### src/rtl/id_exe_stage.sv
// id_exe_stage: ID->EXE pipeline register.
// It tracks whether each slot holds a valid instruction. Each clock edge takes
// one mode in priority order: flush, then hold, then bubble, then load.
// It also holds a load-use hazard detector for the instruction now in ID.
// Optional feature macro: ID_EXE_PERF_CNT_EN (adds saturating bubble/flush counters).
module id_exe_stage #(
    parameter int                  DATA_WIDTH     = 32,
    parameter int                  ADDR_WIDTH     = 32,
    parameter int                  RDATA_WIDTH    = 32,
    parameter int                  RADDR_WIDTH    = 5,
    parameter int                  CSR_ADDR_WIDTH = 12,
    parameter int                  STALL_WIDTH    = 6,
    parameter int                  STAGE_IDX      = 2,
    parameter logic [DATA_WIDTH-1:0] NOP_INST     = 32'h00000013,
    parameter int                  CNT_WIDTH      = 32
) (
    input  logic                      clk_in,
    input  logic                      reset_in,
    input  logic [DATA_WIDTH-1:0]     inst_in,
    input  logic [ADDR_WIDTH-1:0]     inst_address_in,
    input  logic [RDATA_WIDTH-1:0]    op1_in,
    input  logic [RDATA_WIDTH-1:0]    op2_in,
    input  logic [RADDR_WIDTH-1:0]    reg_waddr_in,
    input  logic                      reg_we_in,
    input  logic                      csr_we_in,
    input  logic [CSR_ADDR_WIDTH-1:0] csr_addr_in,
    input  logic                      valid_in,
    input  logic [RADDR_WIDTH-1:0]    id_rs1_in,
    input  logic [RADDR_WIDTH-1:0]    id_rs2_in,
    input  logic [STALL_WIDTH-1:0]    stall_in,
    input  logic                      jump_flush_in,
    output logic [DATA_WIDTH-1:0]     inst_out,
    output logic [ADDR_WIDTH-1:0]     inst_address_out,
    output logic [RDATA_WIDTH-1:0]    op1_out,
    output logic [RDATA_WIDTH-1:0]    op2_out,
    output logic [RADDR_WIDTH-1:0]    reg_waddr_out,
    output logic                      reg_we_out,
    output logic                      csr_we_out,
    output logic [CSR_ADDR_WIDTH-1:0] csr_addr_out,
    output logic                      valid_out,
    output logic                      inst_is_load_out,
    output logic [RADDR_WIDTH-1:0]    rd_out,
    output logic                      load_use_hazard_out
`ifdef ID_EXE_PERF_CNT_EN
    ,
    output logic [CNT_WIDTH-1:0]      bubble_cnt_out,
    output logic [CNT_WIDTH-1:0]      flush_cnt_out
`endif
);

    localparam logic [6:0] OPC_LOAD = 7'b0000011;

    logic w_flush;
    logic w_hold;
    logic w_bubble;

    // Decode the per-edge mode. Flush outranks everything. A stalled stage
    // whose downstream also stalls holds. One whose downstream moves emits a bubble.
    always_comb begin
        w_flush  = jump_flush_in;
        w_hold   = ~jump_flush_in & stall_in[STAGE_IDX] & stall_in[STAGE_IDX+1];
        w_bubble = ~jump_flush_in & stall_in[STAGE_IDX] & ~stall_in[STAGE_IDX+1];
    end

    logic [DATA_WIDTH-1:0]     r_inst;
    logic [ADDR_WIDTH-1:0]     r_inst_address;
    logic [RDATA_WIDTH-1:0]    r_op1;
    logic [RDATA_WIDTH-1:0]    r_op2;
    logic [RADDR_WIDTH-1:0]    r_reg_waddr;
    logic                      r_reg_we;
    logic                      r_csr_we;
    logic [CSR_ADDR_WIDTH-1:0] r_csr_addr;
    logic                      r_valid;
    logic                      r_is_load;
    logic [RADDR_WIDTH-1:0]    r_rd;

    // Pipeline slot. An empty slot (flush, bubble, or invalid load) becomes a NOP
    // with every enable cleared. Only an invalid load updates the PC.
    always_ff @(posedge clk_in or posedge reset_in) begin
        if (reset_in) begin
            r_inst         <= NOP_INST;
            r_inst_address <= '0;
            r_op1          <= '0;
            r_op2          <= '0;
            r_reg_waddr    <= '0;
            r_reg_we       <= 1'b0;
            r_csr_we       <= 1'b0;
            r_csr_addr     <= '0;
            r_valid        <= 1'b0;
            r_is_load      <= 1'b0;
            r_rd           <= '0;
        end else if (w_hold) begin
            r_inst <= r_inst;
        end else if (w_flush || w_bubble || !valid_in) begin
            r_inst      <= NOP_INST;
            r_op1       <= '0;
            r_op2       <= '0;
            r_reg_waddr <= '0;
            r_reg_we    <= 1'b0;
            r_csr_we    <= 1'b0;
            r_csr_addr  <= '0;
            r_valid     <= 1'b0;
            r_is_load   <= 1'b0;
            r_rd        <= '0;
            if (!w_flush && !w_bubble) begin
                r_inst_address <= inst_address_in;
            end
        end else begin
            r_inst         <= inst_in;
            r_inst_address <= inst_address_in;
            r_op1          <= op1_in;
            r_op2          <= op2_in;
            r_reg_waddr    <= reg_waddr_in;
            r_reg_we       <= reg_we_in;
            r_csr_we       <= csr_we_in;
            r_csr_addr     <= csr_addr_in;
            r_valid        <= 1'b1;
            r_is_load      <= (inst_in[6:0] == OPC_LOAD);
            r_rd           <= RADDR_WIDTH'(inst_in[11:7]);
        end
    end

    assign inst_out         = r_inst;
    assign inst_address_out = r_inst_address;
    assign op1_out          = r_op1;
    assign op2_out          = r_op2;
    assign reg_waddr_out    = r_reg_waddr;
    assign reg_we_out       = r_reg_we;
    assign csr_we_out       = r_csr_we;
    assign csr_addr_out     = r_csr_addr;
    assign valid_out        = r_valid;
    assign inst_is_load_out = r_is_load;
    assign rd_out           = r_rd;

    // Load-use hazard: a valid load in EXE whose nonzero rd feeds a source of
    // the instruction now in ID.
    always_comb begin
        load_use_hazard_out = r_valid & r_is_load & (r_rd != '0) &
                              ((r_rd == id_rs1_in) | (r_rd == id_rs2_in));
    end

`ifdef ID_EXE_PERF_CNT_EN
    logic [CNT_WIDTH-1:0] r_bubble_cnt;
    logic [CNT_WIDTH-1:0] r_flush_cnt;

    // Saturating event counters. Each one stops at all-ones instead of wrapping.
    always_ff @(posedge clk_in or posedge reset_in) begin
        if (reset_in) begin
            r_bubble_cnt <= '0;
            r_flush_cnt  <= '0;
        end else begin
            if (w_bubble && (r_bubble_cnt != '1)) begin
                r_bubble_cnt <= r_bubble_cnt + 1'b1;
            end
            if (w_flush && (r_flush_cnt != '1)) begin
                r_flush_cnt <= r_flush_cnt + 1'b1;
            end
        end
    end

    assign bubble_cnt_out = r_bubble_cnt;
    assign flush_cnt_out  = r_flush_cnt;
`endif

endmodule
### config.mk
export PLATFORM = sky130hd
export DESIGN_NAME = id_exe_stage
export DESIGN_NICKNAME = d
export VERILOG_FILES = /design/src/rtl/id_exe_stage.sv
export SDC_FILE = /design/constraint.sdc
export NUM_CORES = 1
export LEC_CHECK = 0
export CAP_MARGIN = 20
export CORE_ASPECT_RATIO = 2
export CORE_MARGIN = 8
export CORE_UTILIZATION = 38
export CTS_CLUSTER_DIAMETER = 100
export DETAILED_ROUTE_END_ITERATION = 6
export PLACE_DENSITY_LB_ADDON = 0.2
export SYNTH_ARGS = -nofsm -noshare
export SYNTH_HDL_FRONTEND = slang
export SYNTH_SLANG_ARGS = --single-unit
export TNS_END_PERCENT = 1
### constraint.sdc
create_clock -name clk_in -period 6.85 [get_ports clk_in]
set_input_delay 1.37 -clock clk_in [delete_from_list [all_inputs] [get_ports clk_in]]
set_output_delay 1.37 -clock clk_in [all_outputs]
set_load 0.05 [all_outputs]
After elaboration in Yosys (flattened, before gate mapping)
Cells that the tools add are included.

ROM bits: 0. Bits in registers: 154. Output and inout bits: 155. Input port bits: 167. RAM bits: 0. Memories: 0. Logic and storage cells: 45. Bits in latches: 0.

Divide/modulo/power cells: 0. Magnitude comparators: 0. Add/sub/neg operators: 0. Muxes and demuxes: 12. Multiply operators: 0. Bitwise operators: 10. Shifts and indexed selects: 0. Eq/ne operators: 4. Reduce and logical (&&, ||, !) cells: 8.

Operators with widths (count): 2-to-1 mux 32 bit (5); 2-to-1 mux 12 bit (1); == test 5 bit (2); 2-to-1 mux 5 bit (2); == test 7 x 2 -> 1 bit, second input constant (1); bitwise AND 1 bit (6); nonzero test 5 bit (1); 2-to-1 mux 1 bit (4); zero test 1 bit (3); inverter 1 bit (3); logical OR 1 bit (2); inequality test 2 x 1 -> 1 bit, second input constant (1); AND reduction 2 bit (1); logical AND 1 bit (1); OR 1 bit (1).

Depth between registers and ports, before layout
Depth in word-level cells: 7. Gate-level depth with buffers: 6. Gate-level depth less buffers: 4.

Worst setup path after synthesis
Ideal clock, no wire load.

Path type: input to output. Start: in id_rs1_in[2]. End: out load_use_hazard_out. Slack: 2.918 ns. Path buffers: 0. Arrival time: 2.562 ns. Stages on the path: 4. Cells stage by stage: xor2_1 -> nor3_1 -> nand3_1 -> a21oi_1.

Longest elaborated chain between the ends: 3.

RTL lines: from (decl) (RTL line 28) `input logic [RADDR_WIDTH-1:0] id_rs1_in,`; == test 5 bit (RTL line 139) `((r_rd == id_rs1_in) | (r_rd == id_rs2_in));`; OR 1 bit (RTL line 139); bitwise AND 1 bit (RTL line 138) `load_use_hazard_out = r_valid & r_is_load & (r_rd != '0) &`; to (decl) (RTL line 43) `output logic load_use_hazard_out`.

No other way between the ends.

Worst setup path in the final report
Ends and elaborated chain as after synthesis.

==> summary.md <==
| Metric | Value |
|---|---|
| Type of the tightest min-delay check | `register to register` |
| Post-Route WL | `about 18000 um` |
| ANT nets after route | `0` |
| Via count | `4375` |
| Most common cell on crit path | `clkdlybuf4s50_1` |
| CTS Buffer Depth | `2` |
| Die area | `about 0.019 sq mm` |
| ANT cells | `0` |
| Vias/cell | `approximately 5` |
| Crit path from | `id_rs1_in[2]` |
| Max Freq | `216.3 MHz` |
| Final setup vio count | `0` |
| Area grow syn2layout | `70.59%` |
| Rows | `62` |
| Req. time, crit path | `between 5 and 6 ns` |
| Clk sinks | `149` |
| Non-Filler Instances | `roughly 870` |
| PD cells | `250.2 mW/mm^2` |
| Die H | `approximately 190 um` |
| Clk root buf | `clkbuf_16` |
| Critical path arrival | `3.25 ns` |
| Syn Inst Count | `about 360` |
| Syn. warnings | `0` |
| Max Cap Violations | `0` |
| Yosys cell types | `25` |
| Crit path capture type | `primary output` |
| Initial antenna violation count | `0` |
| Yosys reg bits | `around 150` |
| RePlAce Congestion | `approximately 0.79` |
| Leakage | `4.056 nW` |
| RSZ-0062 raised after global routing | `no` |
| Post-DP HPWL | `roughly 13000 um` |
| DRC violations left | `0` |
| Design area | `approximately 0.0093 sq mm` |
| Min Hold Slack | `0.4860 ns` |
| Clock Pin Slew Worst Setup and Hold Paths | `~0.060 ns` |
| Gr usage total | `0.1916` |
| Die width | `100.9 um` |
| Skew-Pair Late Insertion Delay | `roughly 0.40 ns` |
| Post-synthesis sequential area ratio | `0.6811` |
| Final clock skew | `0 ns` |
| Period utilisation layout | `0.6748` |
| CTS resizes | `0` |
| Post-CTS Setup Inserts | `0` |
| Largest net degree at the start of global routing | `about 110` |
| DP Area | `around 0.0087 sq mm` |
| Power, Total | `roughly 2.3 mW` |
| CTS tree | `built` |
| H-tree Lvls | `4` |
| Wire per inst | `between 20 and 25 um` |
| Final net count | `about 830` |
| Core Area | `between 0.01 and 0.015 sq mm` |
| Final hold vios | `0` |
| Relative slew slack | `0.3744` |
| FILL cells | `~1000` |
| Final min period | `4.622 ns` |
| Post-Syn Area per Cell | `about 15 sq um` |
| Worst stage delay on the critical path | `around 0.85 ns` |
| Initial DRC count | `approximately 150` |
| IO Pins | `322` |
| R2R Setup Slk | `6.00 ns` |
| Remaining global-route overflow | `0` |
| Initial Util | `0.3860` |
| Measured slew at the worst slew-check pin | `around 0.94 ns` |
| Dpl cells | `approximately 840` |
| CP max-delay cell | `clkdlybuf4s50_1` |
| Net Count, Synth | `~530` |
| Setup TNS | `0 ns` |
| Fraction of layout cells with a size suffix above 1 | `0.08100` |
| Critical-path cell list | `clkdlybuf4s50_1 > xor2_1 > nor3_1 > nand3_1 > a21oi_1 > clkdlybuf4s50_1` |
| Hold_sp | `inst_address_out[19]` |
| FF/Latch Area | `0.003732 sq mm` |
| Reg2reg start | `inst_out[9]` |
| VDD IR-drop max | `roughly 150 uV` |
| Critical path type | `input port to primary output` |
| Total iterations of the first detailed-routing run | `4` |
| Vias in the first global route | `~5000` |
| CP startpoint kind | `input port` |
| Post-CTS Hold Buffers | `0` |
| First-pass GRT wire length | `27620 um` |
| Outcome | `complete, no violations` |
| Max FO, Critical Path | `1` |
| Clock buffer count from CTS | `17` |
| Mapped cell area | `approximately 0.0055 sq mm` |
| Multi-input gate area | `around 0.0016 sq mm` |
| PortBufs | `317` |
| Slew Limit Fails | `0` |
-- stage by stage --
step,utilization,setup slack [ns]
2_1_floorplan,-,1.477
3_3_place_gp,0.6162,2.223
3_5_place_dp,0.6162,2.205
4_1_cts,0.6566,2.194
5_1_grt,0.6586,2.105
6_report,0.6586,2.228
-- Yosys cell counts --
master / number / area (sq um)
inv_1: 1 / 3.750
and2_1: 1 / 6.260
o211ai_1: 1 / 7.510
nor4_1: 1 / 6.260
dfrtp_1: 146 / 3654
mux2_1: 18 / 202.7
o31ai_1: 1 / 7.510
a21oi_1: 1 / 5.000
nor2_1: 1 / 3.750
xnor2_1: 4 / 35.03
nor3_1: 2 / 10.01
dfstp_2: 3 / 78.83
buf_6: 1 / 11.26
or4_1: 1 / 7.510
nor2_4: 1 / 11.26
nand3_1: 3 / 15.01
buf_2: 24 / 120.1
xor2_1: 6 / 52.55
or2_1: 1 / 6.260
a22o_1: 112 / 980.9
buf_4: 6 / 45.04
clkbuf_1: 2 / 7.510
nand2_1: 5 / 18.77
mux2_2: 14 / 157.7
o22a_1: 3 / 26.28
-- routing by layer --
layer	wire length [um]	up-vias	GRT usage
met2	8320	224	0.2973
met1	7216	2172	0.2310
met5	0	-	0
met4	246	0	0.06366
li1	-	1964	-
met3	2046	15	0.08580
-- final timing paths --
kind                                        end  depth (start not counted)
min in group asynchronous           op1_out[25]                          2
max in group asynchronous           inst_out[4]                          4
max reg2reg                         inst_out[9]                          1
max                         load_use_hazard_out                          6
min                        inst_address_out[19]                          1
min reg2reg                inst_address_out[19]                          1
-- area by class of cell --
type | count | area share
timing repair buffer | 321 | 0.3448
sequential | 149 | 0.3992
clock inverter | 11 | 0.01218
tap | 192 | 0.02570
clock buffer | 21 | 0.04925
multi-input combinational | 176 | 0.1680
inverter | 1 | 0.0009368
-- kinds of logic (layout without fill, tap and decap cells) --
| group | count (synthesis) | after routing | synth area share |
|---|---|---|---|
| DFF | 149 | 149 | 0.6811 |
| AOI/OAI and AO/OA | 118 | 118 | 0.1874 |
| buffers and inverters | 34 | 354 | 0.03425 |
| muxes | 32 | 32 | 0.06575 |
| and+or+nand+nor | 16 | 16 | 0.01553 |
| xor gates and xnor gates | 10 | 10 | 0.01598 |
-- report_power, final --
group | leakage [nW] | total (mW) | internal [mW] | switching [mW]
logic | 1.81 | 0.481 | 0.203 | 0.278
clock network | 0.277 | 0.900 | 0.528 | 0.372
registers | 1.97 | 0.957 | 0.930 | 0.0271
total | 4.06 | 2.34 | 1.66 | 0.677
-- sequential cells by signal, indices dropped and copies added (netlist names) --
register,flops
csr_addr_out,12
csr_we_out,1
inst_address_out,32
inst_is_load_out,1
inst_out,32
op1_out,32
op2_out,32
reg_waddr_out,5
reg_we_out,1
valid_out,1
-- worst max-delay path: cells and delay by family --
family	cells	cell delay (ns)
compound gates	1	0.17
xor+xnor	1	0.15
buf+inv	2	1.28
simple gates	2	0.28
-- cell usage in the layout, fill, tap and decap left out, drive strengths merged --
master / instances
a21oi: 1
a22o: 112
and2: 1
buf: 4
bufinv: 1
clkbuf: 21
clkdlybuf4s50: 317
clkinv: 2
clkinvlp: 2
dfrtp: 146
dfstp: 3
inv: 7
mux2: 32
nand2: 5
nand3: 3
nor2: 2
nor3: 2
nor4: 1
o211ai: 1
o22a: 3
o31ai: 1
or2: 1
or4: 1
xnor2: 4
xor2: 6
Note: power is estimated with default switching activity, not from simulation.
